[src/rtl/dma_timing_ctrl.sv]
// dma_timing_ctrl: 8237A-style transfer sequencer.
// Runs HRQ/HLDA, walks SI..S4, drives strobes and count-update pulses.
module dma_timing_ctrl #(
  parameter int CH_W = 2
) (
  input  logic            CLK,
  input  logic            RESET,
  input  logic            reqValid,
  input  logic [CH_W-1:0] reqCh,
  input  logic            HLDA,
  input  logic            READY,
  input  logic [1:0]      xferType,
  input  logic [1:0]      xferMode,
  input  logic            tcIn,
  input  logic            upperCarry,
  input  logic            eopInN,
  output logic            HRQ,
  output logic            AEN,
  output logic            ADSTB,
  output logic            validDACK,
  output logic [CH_W-1:0] dackCh,
  output logic            MEMR_N,
  output logic            MEMW_N,
  output logic            IOR_N,
  output logic            IOW_N,
  output logic            eopOutN,
  output logic            updStrobe,
  output logic            tcSet
);

  typedef enum logic [2:0] {
    SI, S0, S1, S2, S3, S4
  } st_t;

  st_t  st;
  logic eopSeen;

  logic isWrite;
  logic isRead;
  logic single;
  logic demand;
  logic sameReq;
  logic busy;
  logic term;

  assign isWrite = (xferType == 2'b01);
  assign isRead  = (xferType == 2'b10);
  // cascade (11) shares the single-mode exit path
  assign single  = xferMode[0];
  assign demand  = (xferMode == 2'b00);
  assign sameReq = reqValid && (reqCh == dackCh);
  assign busy    = (st == S1) || (st == S2)
                || (st == S3) || (st == S4);
  // tcSet is high exactly in the S4 of the TC word
  assign term    = tcSet || eopSeen || !eopInN;

  always_ff @(posedge CLK) begin
    if (RESET || (busy && !HLDA)) begin
      st        <= SI;
      eopSeen   <= 1'b0;
      HRQ       <= 1'b0;
      AEN       <= 1'b0;
      ADSTB     <= 1'b0;
      validDACK <= 1'b0;
      dackCh    <= '0;
      MEMR_N    <= 1'b1;
      MEMW_N    <= 1'b1;
      IOR_N     <= 1'b1;
      IOW_N     <= 1'b1;
      eopOutN   <= 1'b1;
      updStrobe <= 1'b0;
      tcSet     <= 1'b0;
    end else begin
      ADSTB     <= 1'b0;
      updStrobe <= 1'b0;
      tcSet     <= 1'b0;
      eopOutN   <= 1'b1;
      unique case (st)
        SI: begin
          if (reqValid) begin
            dackCh <= reqCh;
            HRQ    <= 1'b1;
            st     <= S0;
          end
        end
        S0: begin
          if (HLDA) begin
            AEN   <= 1'b1;
            ADSTB <= 1'b1;
            st    <= S1;
          end else if (!reqValid) begin
            HRQ <= 1'b0;
            st  <= SI;
          end
        end
        S1: begin
          validDACK <= 1'b1;
          MEMR_N    <= !isRead;
          IOR_N     <= !isWrite;
          st        <= S2;
        end
        S2: begin
          eopSeen <= eopSeen || !eopInN;
          MEMW_N  <= !isWrite;
          IOW_N   <= !isRead;
          st      <= S3;
        end
        S3: begin
          eopSeen <= eopSeen || !eopInN;
          if (READY) begin
            MEMR_N    <= 1'b1;
            MEMW_N    <= 1'b1;
            IOR_N     <= 1'b1;
            IOW_N     <= 1'b1;
            updStrobe <= 1'b1;
            tcSet     <= tcIn;
            eopOutN   <= !tcIn;
            st        <= S4;
          end
        end
        S4: begin
          eopSeen <= 1'b0;
          if (term || single || (demand && !sameReq)) begin
            HRQ       <= 1'b0;
            AEN       <= 1'b0;
            validDACK <= 1'b0;
            st        <= SI;
          end else if (upperCarry) begin
            ADSTB <= 1'b1;
            st    <= S1;
          end else begin
            MEMR_N <= !isRead;
            IOR_N  <= !isWrite;
            st     <= S2;
          end
        end
        default: st <= SI;
      endcase
    end
  end

endmodule

[config.mk]
export PLATFORM = sky130hd
export DESIGN_NAME = dma_timing_ctrl
export DESIGN_NICKNAME = d
export VERILOG_FILES = /design/src/rtl/dma_timing_ctrl.sv
export SDC_FILE = /design/constraint.sdc
export NUM_CORES = 1
export LEC_CHECK = 0
export BUFFER_PORTS_ARGS = -buffer_cell sky130_fd_sc_hd__buf_2
export CORE_MARGIN = 5
export CORE_UTILIZATION = 35
export CTS_CLUSTER_DIAMETER = 150
export DETAILED_ROUTE_END_ITERATION = 10
export PLACE_DENSITY = 0.57
export SKIP_LAST_GASP = 1
export SYNTH_ARGS = -nofsm -noshare
export SYNTH_HDL_FRONTEND = slang
export SYNTH_SLANG_ARGS = --single-unit
[constraint.sdc]
create_clock -name CLK -period 2.3 [get_ports CLK]
set_clock_uncertainty 0.1 [all_clocks]
set_input_delay 0.115 -clock CLK [delete_from_list [all_inputs] [get_ports CLK]]
set_output_delay 0.115 -clock CLK [all_outputs]
set_load 0.02 [all_outputs]
==> flow_metrics.py <==
metrics = {
    "outcome": {
        "outcome": "finished clean",
    },
    "power_and_ir_drop": {
        "power_density_nw_per_um2": 539.2,
        "static-leakage-power_nw": 0.4806,
        "finalPower_mw": 0.6281,
        "peakVddDrop_v": 0.0003591,
    },
    "clock_tree": {
        "cts_made_buffers": 3,
        "cts_setup_buffers": 0,
        "cts_tree": "yes",
        "cts_sinks": 17,
        "clk_path_buf_depth": 2,
        "clock_latency_ns": 0.31,
        "postCtsHoldBufs": 3,
        "root_buffer": "clkbuf_4",
        "post_cts_resized": 0,
        "htree_levels": 1,
        "path_clk_slew_ns": 0.12,
    },
    "timing": {
        "finalHoldViolations": 0,
        "finalCritPeriodShare": 0.8310,
        "clock.fmax_mhz": 523.2,
        "rsz0062_at_grt": "no",
        "setup_violations": 0,
        "slew_headroom": 0.5773,
        "hold_ws_ns": 0.04481,
        "period_needed_ns": 1.911,
        "maxSlewViolCount": 0,
        "worstMarginPinSlew_ns": 0.6252,
        "setup_tns_ns": 0,
        "timing.final.ws_setup_ns": 0.3887,
    },
    "logic_synthesis": {
        "synth_commonest_cells": "dfxtp_1 (17), nor2_1 (12), nand2_1 (8)",
        "synth_warnings": 0,
        "synth.largest_area_cell": "dfxtp_1",
        "async_reset_ff_frac": 0,
        "ys_seq_area_frac": 0.3603,
        "yosysMostFrequentCell": "dfxtp_1",
        "syn_nets": 133,
        "synth_seq_cells": 17,
        "netlist_instances": 118,
        "avgSynthCellArea_um2": 8.006,
        "synthTopCellsByArea": "dfxtp_1 (36%), nor2_1 (4.8%), nand2b_1 (4.6%)",
        "synth_edf_count": 0,
        "synth_flop_cell": "dfxtp_1",
        "post_synth_num_cell_types": 38,
        "syn_area_um2": 944.7,
        "synthDominantCellAreaShare": 0.3603,
    },
    "run": {
        "drv_cap": 0,
    },
    "min_path": {
        "worstHoldStart": "RESET",
        "worstHoldPathType": "input port to register",
        "whs_path_depth": 3,
        "min_to": "dackCh[0]",
    },
    "routing": {
        "drcViolationCount": 0,
        "drtIter0Drc": 42,
        "first_pass_iters": 4,
        "avgViaCountPerCell": 5.486,
        "drt_wl_total_mm": 2.550,
        "dr_total_vias": 971,
        "antenna_left": 0,
        "avgRoutedWirePerCell_um": 14.41,
    },
    "global_route": {
        "grt_pass1_vias": 952,
        "grt_pass1_wl_mm": 4.340,
        "antenna_found_initial": 0,
        "grt_usage": 0.1530,
        "grt.overflow.total": 0,
        "grt_max_degree": 21,
    },
    "floorplanning": {
        "coreArea_um2": 2522,
        "rows": 18,
        "initial_core_util": 0.3745,
        "ioPinCount": 27,
        "fp.dieW_um": 61.95,
        "dieArea_um2": 3838,
        "die_y_um": 61.95,
    },
    "cells_and_area": {
        "nets": 163,
        "final_cells": 177,
        "layout-drive-gt1-share": 0.2313,
        "synthToLayoutAreaGrowth_pct": 23.31,
        "antenna_cells": 0,
        "fin_util": 0.4618,
        "final_area_um2": 1165,
    },
    "placement": {
        "gp_congestion": 0.8118,
        "io_buffers": 26,
        "pre_cts_slack_ns": 0.4438,
        "hpwlAfterDp_mm": 1.859,
        "dpl.cell_count": 170,
        "dpl_cell_area_um2": 1105,
    },
    "worst_setup_path": {
        "ff2ff_setup_slack_ns": 0.39,
        "required_ns": 2.38,
        "r2r-end": "IOR_N",
        "path_class": "register to register",
        "crit_path_start_kind": "register",
        "cp-end-kind": "register",
        "worstReg2RegStart": "eopSeen",
        "cp-startpoint": "eopSeen",
        "reg2reg_depth": 4,
        "crit_fanout": 5,
        "crit_arrival_ns": 1.99,
    },
}
## sequential cells by signal, summed over array words and instances (netlist names)
register / flops
dackCh: 2
AEN: 1
validDACK: 1
tcSet: 1
IOW_N: 1
HRQ: 1
st: 3
IOR_N: 1
updStrobe: 1
MEMR_N: 1
MEMW_N: 1
ADSTB: 1
eopSeen: 1
eopOutN: 1
## power by group
group          internal (mW)  total (mW)  switching, mW
Clock                 0.0663       0.174          0.108
Sequential             0.307       0.328         0.0207
Combinational         0.0567       0.126         0.0692
## layer usage
layer / part of all wire / up-vias / global-route usage
li1: - / 495 / -
met5: 0 / - / 0
met4: 0.0086 / 0 / 0.05152
met2: 0.45 / 39 / 0.2278
met3: 0.085 / 2 / 0.05165
met1: 0.45 / 435 / 0.2060
## cells in the final DEF (no fill, tap or decap), drive strengths merged, types with 2 or more instances in the layout
cell,n
buf,28
dfxtp,17
nor2,12
nand2,8
nand2b,7
o21ai,7
inv,6
nor3,6
nor3b,4
nand3,4
a21oi,3
and3,3
a31oi,3
o211ai,3
clkbuf,3
dlygate4sd3,3
a21o,2
o21bai,2
xnor2,2
mux2i,2
and4b,2
## cells by family after synthesis
| family | Yosys count | synth area share |
|---|---|---|
| adder cells (fa/ha/maj) | 1 | 0.01324 |
| buffers and inverters | 12 | 0.04768 |
| AND/OR/NAND/NOR | 54 | 0.3206 |
| XOR/XNOR | 2 | 0.01855 |
| multiplexers | 2 | 0.02119 |
| AO/OA/AOI/OAI | 30 | 0.2185 |
| flip-flops | 17 | 0.3603 |
## area by class of cell
type,instances,area [um2]
timing repair buffer,31,175.2
multi-input combinational,89,559.3
tap,30,37.54
clock buffer,3,22.52
clock inverter,1,7.507
fill,251,1358
inverter,6,22.52
sequential,17,340.3
## worst max-delay path by stage
stage / end / slack, ns / depth (start not counted)
final: IOR_N / 0.39 / 4
after floorplan: MEMR_N / 0.66 / 3
after global routing: IOR_N / 0.25 / 4
after CTS: HRQ / 0.41 / 4
after detailed placement: HRQ / 0.44 / 4
after global placement: HRQ / 0.49 / 4
## worst max-delay path, cell delays in order, from the launching register on
cell,delay (ns)
dfxtp_1,0.36
nor4b_1,0.60
nand4_1,0.25
a32oi_1,0.32
o221ai_1,0.14
Note: power is estimated with default switching activity, not from simulation.
